## src/rtl/elevator_pkg.sv

```systemverilog
// Shared types, defaults and call-mask helpers for the elevator controller.
package elevator_pkg;

   localparam int unsigned NUM_FLOORS_DEF = 8;
   localparam int unsigned TICK_DIV_DEF   = 16777216;
   localparam int unsigned MAX_FLOORS     = 32;
   localparam int unsigned MAX_FLOOR_W    = 5;

   typedef enum logic [1:0] {
      ST_IDLE      = 2'd0,
      ST_MOVING    = 2'd1,
      ST_DOOR_OPEN = 2'd2
   } elev_state_e;

   // True when any call in mask lies strictly above floor.
   function automatic logic any_above(input logic [MAX_FLOORS-1:0]  mask,
                                      input logic [MAX_FLOOR_W-1:0] floor);
      logic hit;
      hit = 1'b0;
      for (int i = 0; i < int'(MAX_FLOORS); i++) begin
         if ((i > int'(floor)) && mask[i]) hit = 1'b1;
      end
      return hit;
   endfunction

   // True when any call in mask lies strictly below floor.
   function automatic logic any_below(input logic [MAX_FLOORS-1:0]  mask,
                                      input logic [MAX_FLOOR_W-1:0] floor);
      logic hit;
      hit = 1'b0;
      for (int i = 0; i < int'(MAX_FLOORS); i++) begin
         if ((i < int'(floor)) && mask[i]) hit = 1'b1;
      end
      return hit;
   endfunction

endpackage

```

## src/rtl/elevator_tick_gen.sv

```systemverilog
// Timing prescaler: one-cycle tick every TICK_DIV cycles, restarted by clr.
module elevator_tick_gen
   import elevator_pkg::*;
#(
   parameter int unsigned TICK_DIV = TICK_DIV_DEF
) (
   input  logic clk,
   input  logic rst,
   input  logic clr,
   output logic tick_o
);

   localparam int unsigned CNT_W = $clog2(TICK_DIV);

   logic [CNT_W-1:0] cnt_q, cnt_d;
   logic             tick_q, tick_d;

   // Tick is registered, so it is raised one count early to land on cycle TICK_DIV.
   always_comb begin
      cnt_d  = cnt_q + CNT_W'(1);
      tick_d = (cnt_q == CNT_W'(TICK_DIV - 2));
      if (cnt_q == CNT_W'(TICK_DIV - 1)) cnt_d = '0;
      if (clr) begin
         cnt_d  = '0;
         tick_d = 1'b0;
      end
   end

   // Prescaler registers.
   always_ff @(posedge clk) begin
      if (rst) begin
         cnt_q  <= '0;
         tick_q <= 1'b0;
      end else begin
         cnt_q  <= cnt_d;
         tick_q <= tick_d;
      end
   end

   assign tick_o = tick_q;

endmodule

```

## src/rtl/elevator_scan_ctrl.sv

```systemverilog
// SCAN-ordered elevator car controller with latched calls, move/door timing and door hold.
module elevator_scan_ctrl
   import elevator_pkg::*;
#(
   parameter int unsigned NUM_FLOORS = NUM_FLOORS_DEF,
   parameter int unsigned FLOOR_W    = $clog2(NUM_FLOORS),
   parameter int unsigned TICK_DIV   = TICK_DIV_DEF,
   parameter int unsigned MOVE_TICKS = 2,
   parameter int unsigned DOOR_TICKS = 3
) (
   input  logic                  clk,
   input  logic                  rst,
   input  logic [NUM_FLOORS-1:0] req_i,
   input  logic                  door_hold_i,
   output logic [FLOOR_W-1:0]    floor_o,
   output logic [NUM_FLOORS-1:0] floor_onehot_o,
   output logic                  dir_up_o,
   output logic                  moving_o,
   output logic                  door_open_o,
   output logic [NUM_FLOORS-1:0] pending_o
);

   localparam int unsigned TMR_MAX = (MOVE_TICKS > DOOR_TICKS) ? MOVE_TICKS : DOOR_TICKS;
   localparam int unsigned TMR_W   = $clog2(TMR_MAX + 1);
   localparam logic [NUM_FLOORS-1:0] ONE_HOT0 = NUM_FLOORS'(1);

   elev_state_e             state_q, state_d;
   logic [FLOOR_W-1:0]      floor_q, floor_d;
   logic [NUM_FLOORS-1:0]   onehot_q, onehot_d;
   logic                    dir_up_q, dir_up_d;
   logic                    moving_q, moving_d;
   logic                    door_open_q, door_open_d;
   logic [NUM_FLOORS-1:0]   pending_q, pending_d;
   logic [TMR_W-1:0]        timer_q, timer_d;
   logic [NUM_FLOORS-1:0]   clear_mask_c;
   logic                    tick_clr_c;
   logic                    tick;
   logic                    above_c, below_c;

   elevator_tick_gen #(
      .TICK_DIV (TICK_DIV)
   ) u_tick_gen (
      .clk    (clk),
      .rst    (rst),
      .clr    (tick_clr_c),
      .tick_o (tick)
   );

   // Next-state, floor stepping, timer and call-latch logic.
   always_comb begin
      state_d      = state_q;
      floor_d      = floor_q;
      dir_up_d     = dir_up_q;
      timer_d      = timer_q;
      tick_clr_c   = 1'b0;
      clear_mask_c = '0;
      above_c      = 1'b0;
      below_c      = 1'b0;

      unique case (state_q)
         ST_IDLE: begin
            above_c = any_above(MAX_FLOORS'(pending_q), MAX_FLOOR_W'(floor_q));
            below_c = any_below(MAX_FLOORS'(pending_q), MAX_FLOOR_W'(floor_q));
            if (pending_q[floor_q]) begin
               state_d      = ST_DOOR_OPEN;
               timer_d      = '0;
               tick_clr_c   = 1'b1;
               clear_mask_c = ONE_HOT0 << floor_q;
            end else if (above_c || below_c) begin
               if (!(above_c && below_c)) dir_up_d = above_c;
               state_d    = ST_MOVING;
               timer_d    = '0;
               tick_clr_c = 1'b1;
            end
         end

         ST_MOVING: begin
            if (tick) begin
               if (timer_q == TMR_W'(MOVE_TICKS - 1)) begin
                  // Arrival: step the floor and decide on the new floor in the same edge.
                  floor_d    = dir_up_q ? (floor_q + FLOOR_W'(1)) : (floor_q - FLOOR_W'(1));
                  above_c    = any_above(MAX_FLOORS'(pending_q), MAX_FLOOR_W'(floor_d));
                  below_c    = any_below(MAX_FLOORS'(pending_q), MAX_FLOOR_W'(floor_d));
                  timer_d    = '0;
                  tick_clr_c = 1'b1;
                  if (pending_q[floor_d]) begin
                     state_d      = ST_DOOR_OPEN;
                     clear_mask_c = ONE_HOT0 << floor_d;
                  end else if (dir_up_q ? above_c : below_c) begin
                     state_d = ST_MOVING;
                  end else if (dir_up_q ? below_c : above_c) begin
                     dir_up_d = ~dir_up_q;
                     state_d  = ST_MOVING;
                  end else begin
                     state_d = ST_IDLE;
                  end
               end else begin
                  timer_d = timer_q + TMR_W'(1);
               end
            end
         end

         ST_DOOR_OPEN: begin
            if (req_i[floor_q] || door_hold_i) begin
               timer_d      = '0;
               tick_clr_c   = 1'b1;
               clear_mask_c = ONE_HOT0 << floor_q;
            end else if (tick) begin
               if (timer_q == TMR_W'(DOOR_TICKS - 1)) begin
                  state_d = ST_IDLE;
                  timer_d = '0;
               end else begin
                  timer_d = timer_q + TMR_W'(1);
               end
            end
         end

         default: begin
            state_d = ST_IDLE;
         end
      endcase

      pending_d   = (pending_q | req_i) & ~clear_mask_c;
      onehot_d    = ONE_HOT0 << floor_d;
      moving_d    = (state_d == ST_MOVING);
      door_open_d = (state_d == ST_DOOR_OPEN);
   end

   // State, floor, direction, flag and call registers.
   always_ff @(posedge clk) begin
      if (rst) begin
         state_q     <= ST_IDLE;
         floor_q     <= '0;
         onehot_q    <= ONE_HOT0;
         dir_up_q    <= 1'b1;
         moving_q    <= 1'b0;
         door_open_q <= 1'b0;
         pending_q   <= '0;
         timer_q     <= '0;
      end else begin
         state_q     <= state_d;
         floor_q     <= floor_d;
         onehot_q    <= onehot_d;
         dir_up_q    <= dir_up_d;
         moving_q    <= moving_d;
         door_open_q <= door_open_d;
         pending_q   <= pending_d;
         timer_q     <= timer_d;
      end
   end

   assign floor_o        = floor_q;
   assign floor_onehot_o = onehot_q;
   assign dir_up_o       = dir_up_q;
   assign moving_o       = moving_q;
   assign door_open_o    = door_open_q;
   assign pending_o      = pending_q;

endmodule

```

## config.mk

```make
export PLATFORM = sky130hd
export DESIGN_NAME = elevator_scan_ctrl
export DESIGN_NICKNAME = d
export VERILOG_FILES = /design/src/rtl/elevator_pkg.sv /design/src/rtl/elevator_tick_gen.sv /design/src/rtl/elevator_scan_ctrl.sv
export SDC_FILE = /design/constraint.sdc
export NUM_CORES = 1
export LEC_CHECK = 0
export ABC_AREA = 1
export BUFFER_PORTS_ARGS = -buffer_cell sky130_fd_sc_hd__buf_2
export CAP_MARGIN = 15
export CORE_AREA = 2 2 120 76
export CTS_CLUSTER_DIAMETER = 100
export DETAILED_ROUTE_END_ITERATION = 6
export DIE_AREA = 0 0 122 78
export PLACE_DENSITY_LB_ADDON = 0.08
export SKIP_LAST_GASP = 1
export SYNTH_ARGS = -nofsm -noshare
export SYNTH_HDL_FRONTEND = slang
export SYNTH_HIERARCHICAL = 1
export SYNTH_SLANG_ARGS = --single-unit
```

## constraint.sdc

```tcl
create_clock -name clk -period 2.4 [get_ports clk]
set_input_delay 0.12 -clock clk [delete_from_list [all_inputs] [get_ports clk]]
set_output_delay 0.12 -clock clk [all_outputs]
set_load 0.02 [all_outputs]
```

==> impl_metrics.yaml, run 1 <==
outcome:
  run_status: "complete, no violations"
layout:
  insertedDiodeCount: 0
  area_delta_synth_final_pct: 23.2
  fin_nets: 593
  final_cells: 682
  drive_gt1_frac: 0.221
  utilization: 0.486
  design_area_mm2: 0.00403
  nFillCells: 859
timing:
  slew-limit-headroom: 0.670
  fmaxAchievable_mhz: 435
  setup_viol: 0
  worst_pin_slew_ns: 0.495
  timing.hold.ws_ns: 0.127
  period_share: 0.957
  fin_ws_ns: 0.103
  tns_ns: 0
  finClkSkew_ns: 0.00566
  slew_violations: 0
  finalHoldViolCount: 0
  finalCriticalPeriod_ns: 2.30
worst_setup_path:
  required_ns: 2.58
  crit_type: "reg -> reg"
  crit_path_end_kind: "flop"
  crit_path_max_fanout: 10
  cp_slowest_stage_delay_ns: 0.36
  critical_path_buf_inv_count: 3
  crit_arrival_ns: 2.48
  cp_top_family: "adder cells"
  cp-start-kind: "flop"
  critPathMostFrequentCell: "ha_1"
  cp_slowest_cell: "dfxtp_2"
  worstPathCellList: "ha_1 -> ha_1 -> or2_4 -> nand2_8 -> inv_4 -> o21ai_2 -> nand2_4 -> buf_12 -> o31ai_2 -> buf_4 -> a21oi_1"
  r2r_slack_ns: 0.10
yosys:
  synth.avg_cell_area_um2: 6.56
  synth_area_mm2: 0.00327
  yosysSeqAreaShare: 0.312
  synth_seq_cells: 51
  synth_cell_type_count: 39
  synth_fp_nets: 523
  ys_warn_count: 6
  syn_inst: 499
power:
  pwr-share-comb: 0.377
  p_leak_nw: 1.76
  p_per_area_mw_per_mm2: 681
  p_switching_mw: 1.07
  p_total_mw: 2.75
  vdd_ir_drop_max_mv: 0.288
  internal-power_mw: 1.68
  switching_share: 0.389
  p_clk_frac: 0.275
  seqPwrFrac: 0.348
drt:
  drc: 0
  drt.antenna.violating_nets: 0
  num_vias: 3461
  detail_route.wl_per_cell_um: 15.4
  viasPerCell: 5.07
  wirelength_mm: 10.5
  drt_pre_antenna_iters: 5
  drt_iter0_drc: 264
clock_tree:
  clk_latency_ns: 0.29
  cts_made_buffers: 5
  path_clk_slew_ns: 0.07
  postCtsHoldBufs: 0
  cts_tree: "built"
  htree_levels: 2
  cts.sinks: 51
  cts_root_buf: "clkbuf_16"
  clockBufferDepth: 2
floorplanning:
  die_h_um: 78
  io_pins: 33
  dieArea_mm2: 0.00952
  die_w_um: 122
  start_util: 0.395
  core-area_mm2: 0.00830
  rows: 26
placed_design:
  gp_congestion: 1.02
  place_ws_ns: -0.0818
  numPortBuffers: 32
  post-dp-hpwl_mm: 8.31
  dpl_cell_area_mm2: 0.00381
  placedCellCount: 672
global_route:
  grt-ovfl-total: 0
  grt_start_max_net_pins: 25
  grt_usage: 0.232
  grt_pass1_vias: 3120
  grt_pass1_wl_mm: 16.9
  antenna_found_initial: 0
flow_run:
  max_cap_violations: 0
worst_hold_path:
  hold_class: "in -> reg"
flip-flops by register name (all words and copies together), names as in the netlist:
register and count:
moving_o 1, pending_o 8, u_tick_gen/tick_o 1, u_tick_gen/cnt_q 24
floor_o 3, door_open_o 1, timer_q 2, floor_onehot_o 8
state_q 2, dir_up_o 1
power groups by stage:
stage / registers, mW / clock network [mW] / logic (mW)
final: 0.956 / 0.756 / 1.04
after global routing: 0.963 / 0.817 / 1.15
after CTS: 0.955 / 0.777 / 0.981
after detailed placement: 0.974 / 0 / 0.972
after global placement: 0.976 / 0 / 0.988
after floorplan: 0.996 / 0 / 0.638
area by class of cell:
| type | instances | area [µm²] | area share |
|---|---|---|---|
| clock buffer | 6 | 139 | 0.0344 |
| clock inverter | 2 | 16.3 | 0.00403 |
| inverter | 61 | 231 | 0.0574 |
| multi-input combinational | 381 | 2030 | 0.503 |
| sequential | 51 | 1030 | 0.255 |
| tap | 112 | 140 | 0.0347 |
| timing repair buffer | 69 | 450 | 0.112 |
cells in the mapped netlist (all sizes together):
| master | n | share of area |
|---|---|---|
| nor4 | 1 | 0.0019 |
| xor2 | 7 | 0.019 |
| nand3b | 4 | 0.0092 |
| a22oi | 1 | 0.0023 |
| o31ai | 3 | 0.0069 |
| and2 | 2 | 0.0038 |
| clkbuf | 2 | 0.0023 |
| nor3 | 3 | 0.0061 |
| o21bai | 3 | 0.0069 |
| inv | 59 | 0.068 |
| nand3 | 45 | 0.069 |
| nand4 | 9 | 0.017 |
| o21ai | 30 | 0.047 |
| o221ai | 1 | 0.0027 |
| dfxtp | 51 | 0.31 |
| ha | 13 | 0.050 |
| nand2 | 142 | 0.18 |
| xnor2 | 5 | 0.013 |
| or2 | 5 | 0.0096 |
| nor2 | 76 | 0.11 |
| buf | 6 | 0.016 |
| clkinv | 2 | 0.0023 |
| o211ai | 4 | 0.0092 |
| a21oi | 23 | 0.035 |
| o22ai | 1 | 0.0019 |
| nor3b | 1 | 0.0038 |
final timing paths:
kind,start,cells past startpoint,to
max,floor_o[0]$_SDFF_PP0_,11,pending_o[6]$_SDFF_PP0_
min,req_i[7],3,pending_o[7]$_SDFF_PP0_
max reg2reg,floor_o[0]$_SDFF_PP0_,11,pending_o[6]$_SDFF_PP0_
min reg2reg,u_tick_gen/cnt_q[0]$_SDFF_PP0_,1,u_tick_gen/cnt_q[0]$_SDFF_PP0_
worst register-to-register path, stage by stage, from the launching register on:
cell and delay, ns:
dfxtp_2 0.36, ha_1 0.23, ha_1 0.33, or2_4 0.31
nand2_8 0.12, inv_4 0.05, o21ai_2 0.08, nand2_4 0.08
buf_12 0.13, o31ai_2 0.26, buf_4 0.16, a21oi_1 0.05
layer usage:
layer | part of all wire | track usage | vias to the layer above
met5 | 0 | 0 | -
met4 | 0.0042 | 0.0448 | 0
met3 | 0.097 | 0.0640 | 5
met2 | 0.33 | 0.264 | 125
met1 | 0.57 | 0.401 | 1588
li1 | - | - | 1743
layout by cell type, fill, tap and decap left out, drive strengths merged, types with 6 or more instances in the layout:
cell type  instances
nand4              9
dfxtp             51
nand3             45
ha                13
buf               69
clkbuf             6
inv               59
nor2              76
nand2            144
o21ai             30
a21oi             23
xor2               7
kinds of logic (layout without fill, tap and decap cells):
kind of cell | count (synthesis) | count (layout) | share of synthesized area
DFF | 51 | 51 | 0.312
and+or+nand+nor | 288 | 290 | 0.406
adders and majority gates | 13 | 13 | 0.0497
xor gates and xnor gates | 12 | 12 | 0.0321
buffers and inverters | 69 | 138 | 0.0887
AOI/OAI and AO/OA | 66 | 66 | 0.112
repair_timing:
item                       4_1_cts  5_1_grt
gates cloned                     0        2
setup buffers                    0        0
setup endpoints to repair        7       38
gates resized for setup          5       15
pin swaps                        0        2
(Power assumes the default switching activity.)
==> run 2, diff against run 1 <==
--- a/config.mk
+++ b/config.mk
@@ -13,6 +13,7 @@
 export DETAILED_ROUTE_END_ITERATION = 6
 export DIE_AREA = 0 0 122 78
 export PLACE_DENSITY_LB_ADDON = 0.08
+export SETUP_SLACK_MARGIN = 0.4
 export SKIP_LAST_GASP = 1
 export SYNTH_ARGS = -nofsm -noshare
 export SYNTH_HDL_FRONTEND = slang
==> run 2 against run 1 <==
Effect of this change:
- clock power hardly changed
- sequential share of layout area is 2.5 points lower
- utilization is 5.6 points higher
- die area stayed put
- clock skew is 0.0065 ns higher
- wire length is 5.2% higher
==> impl_metrics.yaml, run 2 (synthesis gave the netlist of run 1 again) <==
drt:
  viasPerCell: 5.17
  wirelength_mm: 11.1
  detail_route.wl_per_cell_um: 16.2
  drc: 0
  drt.antenna.violating_nets: 0
  drt_iter0_drc: 329
  drt_pre_antenna_iters: 5
  num_vias: 3532
clock_tree:
  htree_levels: 2
  clockBufferDepth: 2
  clk_latency_ns: 0.30
  cts_root_buf: "clkbuf_16"
  postCtsHoldBufs: 0
  cts_made_buffers: 5
  path_clk_slew_ns: 0.07
  cts.sinks: 51
  cts_tree: "built"
layout:
  top_register: "u_tick_gen/cnt_q"
  final_cell_mix: "113 x nand2_1, 48 x dfxtp_1, 43 x inv_1"
  utilization: 0.542
  drive_gt1_frac: 0.352
  final_cells: 683
  final_common_cell: "nand2_1"
  area_delta_synth_final_pct: 37.3
  insertedDiodeCount: 0
  largest_reg_flops: 24
  fin_nets: 594
  design_area_mm2: 0.00450
  nFillCells: 824
floorplanning:
  dieArea_mm2: 0.00952
  io_pins: 33
  rows: 26
  core-area_mm2: 0.00830
  start_util: 0.395
  die_h_um: 78
  die_w_um: 122
worst_setup_path:
  required_ns: 2.57
  reg2reg_from: "floor_o[1]$_SDFF_PP0_"
  crit_arrival_ns: 2.38
  crit_path_end_kind: "flop"
  critical_path_buf_inv_count: 2
  cp_slowest_stage_delay_ns: 0.37
  crit_end: "pending_o[7]$_SDFF_PP0_"
  cp-start-kind: "flop"
  startpoint: "floor_o[1]$_SDFF_PP0_"
  worstPathCellList: "clkinvlp_4 -> ha_4 -> nand2_1 -> nand2_4 -> nor2_4 -> nand2_2 -> nand3_2 -> o21ai_4 -> nand2_8 -> inv_2 -> nand3_4 -> o21ai_2 -> a21oi_1"
  reg2reg_to: "pending_o[7]$_SDFF_PP0_"
  cp.depth: 13
  crit_path_max_fanout: 8
  r2r_slack_ns: 0.19
  cp_slowest_cell: "dfxtp_4"
  reg2regPathDepth: 13
  crit_type: "reg -> reg"
  cp_top_family: "simple AND/OR/NAND/NOR gates"
timing:
  setup_viol: 0
  fmaxAchievable_mhz: 452
  finalCriticalPeriod_ns: 2.21
  slew-limit-headroom: 0.656
  rsz0062_at_grt: "yes"
  tns_ns: 0
  worst_pin_slew_ns: 0.511
  slew_violations: 0
  finalHoldViolCount: 0
  period_share: 0.922
  fin_ws_ns: 0.187
  finClkSkew_ns: 0.0122
  timing.hold.ws_ns: 0.130
global_route:
  antenna_found_initial: 0
  grt-ovfl-total: 0
  grt_pass1_wl_mm: 17.0
  grt_usage: 0.236
  grt_pass1_vias: 3123
  grt_start_max_net_pins: 17
flow_run:
  max_cap_violations: 0
power:
  p_total_mw: 3.08
  p_per_area_mw_per_mm2: 684
  p_leak_nw: 1.85
  vdd_ir_drop_max_mv: 0.345
worst_hold_path:
  hold_class: "in -> reg"
  min_path_cells: 2
placed_design:
  post-dp-hpwl_mm: 7.97
  numPortBuffers: 32
  gp_congestion: 1.01
  placedCellCount: 647
  place_ws_ns: 0.00308
  dpl_cell_area_mm2: 0.00364
outcome:
  run_status: "complete, no violations"
==> run 2: changes by cell type in the layout (fill, tap and decap cells not counted), sizes merged <==
cell,change
nand2,+2
buf,-1
==> run 2: report_power, final <==
group,total (mW),leakage (nW),switching (mW),internal (mW)
Sequential,0.958,0.417,0.0608,0.897
Clock,0.754,0.0774,0.336,0.418
Combinational,1.36,1.36,0.875,0.490
==> run 2: worst min-delay path by stage <==
stage,start,slack (ns),to
after global routing,rst,0.14,state_q[1]$_SDFF_PP0_
final,rst,0.13,timer_q[0]$_SDFFE_PP0P_
after CTS,rst,0.12,timer_q[0]$_SDFFE_PP0P_
after floorplan,rst,0.18,floor_o[0]$_SDFF_PP0_
after detailed placement,rst,0.43,floor_o[0]$_SDFF_PP0_
after global placement,u_tick_gen/cnt_q[0]$_SDFF_PP0_,0.43,u_tick_gen/cnt_q[0]$_SDFF_PP0_
==> run 2: cell type report <==
cell class,count,area [µm²],share of cell area
multi-input cells,383,2460,0.547
flip-flops and latches,51,1030,0.230
repair buffers,68,464,0.103
inverters,61,244,0.0543
well taps,112,140,0.0312
clock buffers,6,139,0.0309
clock inverters,2,15.0,0.00334
==> run 2: worst register-to-register path, delay by kind of cell, from the launching register on <==
family | cells | cell delay [ns]
adder cells (fa/ha/maj) | 1 | 0.31
flip-flops | 1 | 0.37
AO/OA/AOI/OAI | 3 | 0.49
buffers and inverters | 2 | 0.23
AND/OR/NAND/NOR | 7 | 0.70
==> run 2: layer usage <==
| metal | global-route usage | vias to the layer above | share of wire |
|---|---|---|---|
| met2 | 0.278 | 137 | 0.36 |
| li1 | - | 1756 | - |
| met1 | 0.405 | 1635 | 0.54 |
| met5 | 0 | - | 0 |
| met4 | 0.0276 | 0 | 0.0026 |
| met3 | 0.0640 | 4 | 0.10 |
==> run 2: what timing repair did <==
item,4_1_cts,5_1_grt
buffers inserted,14,10
gates resized for setup,37,91
endpoints found under the hold margin,0,0
pin swaps,14,22
gates cloned,2,2
endpoints found under the setup margin,38,47
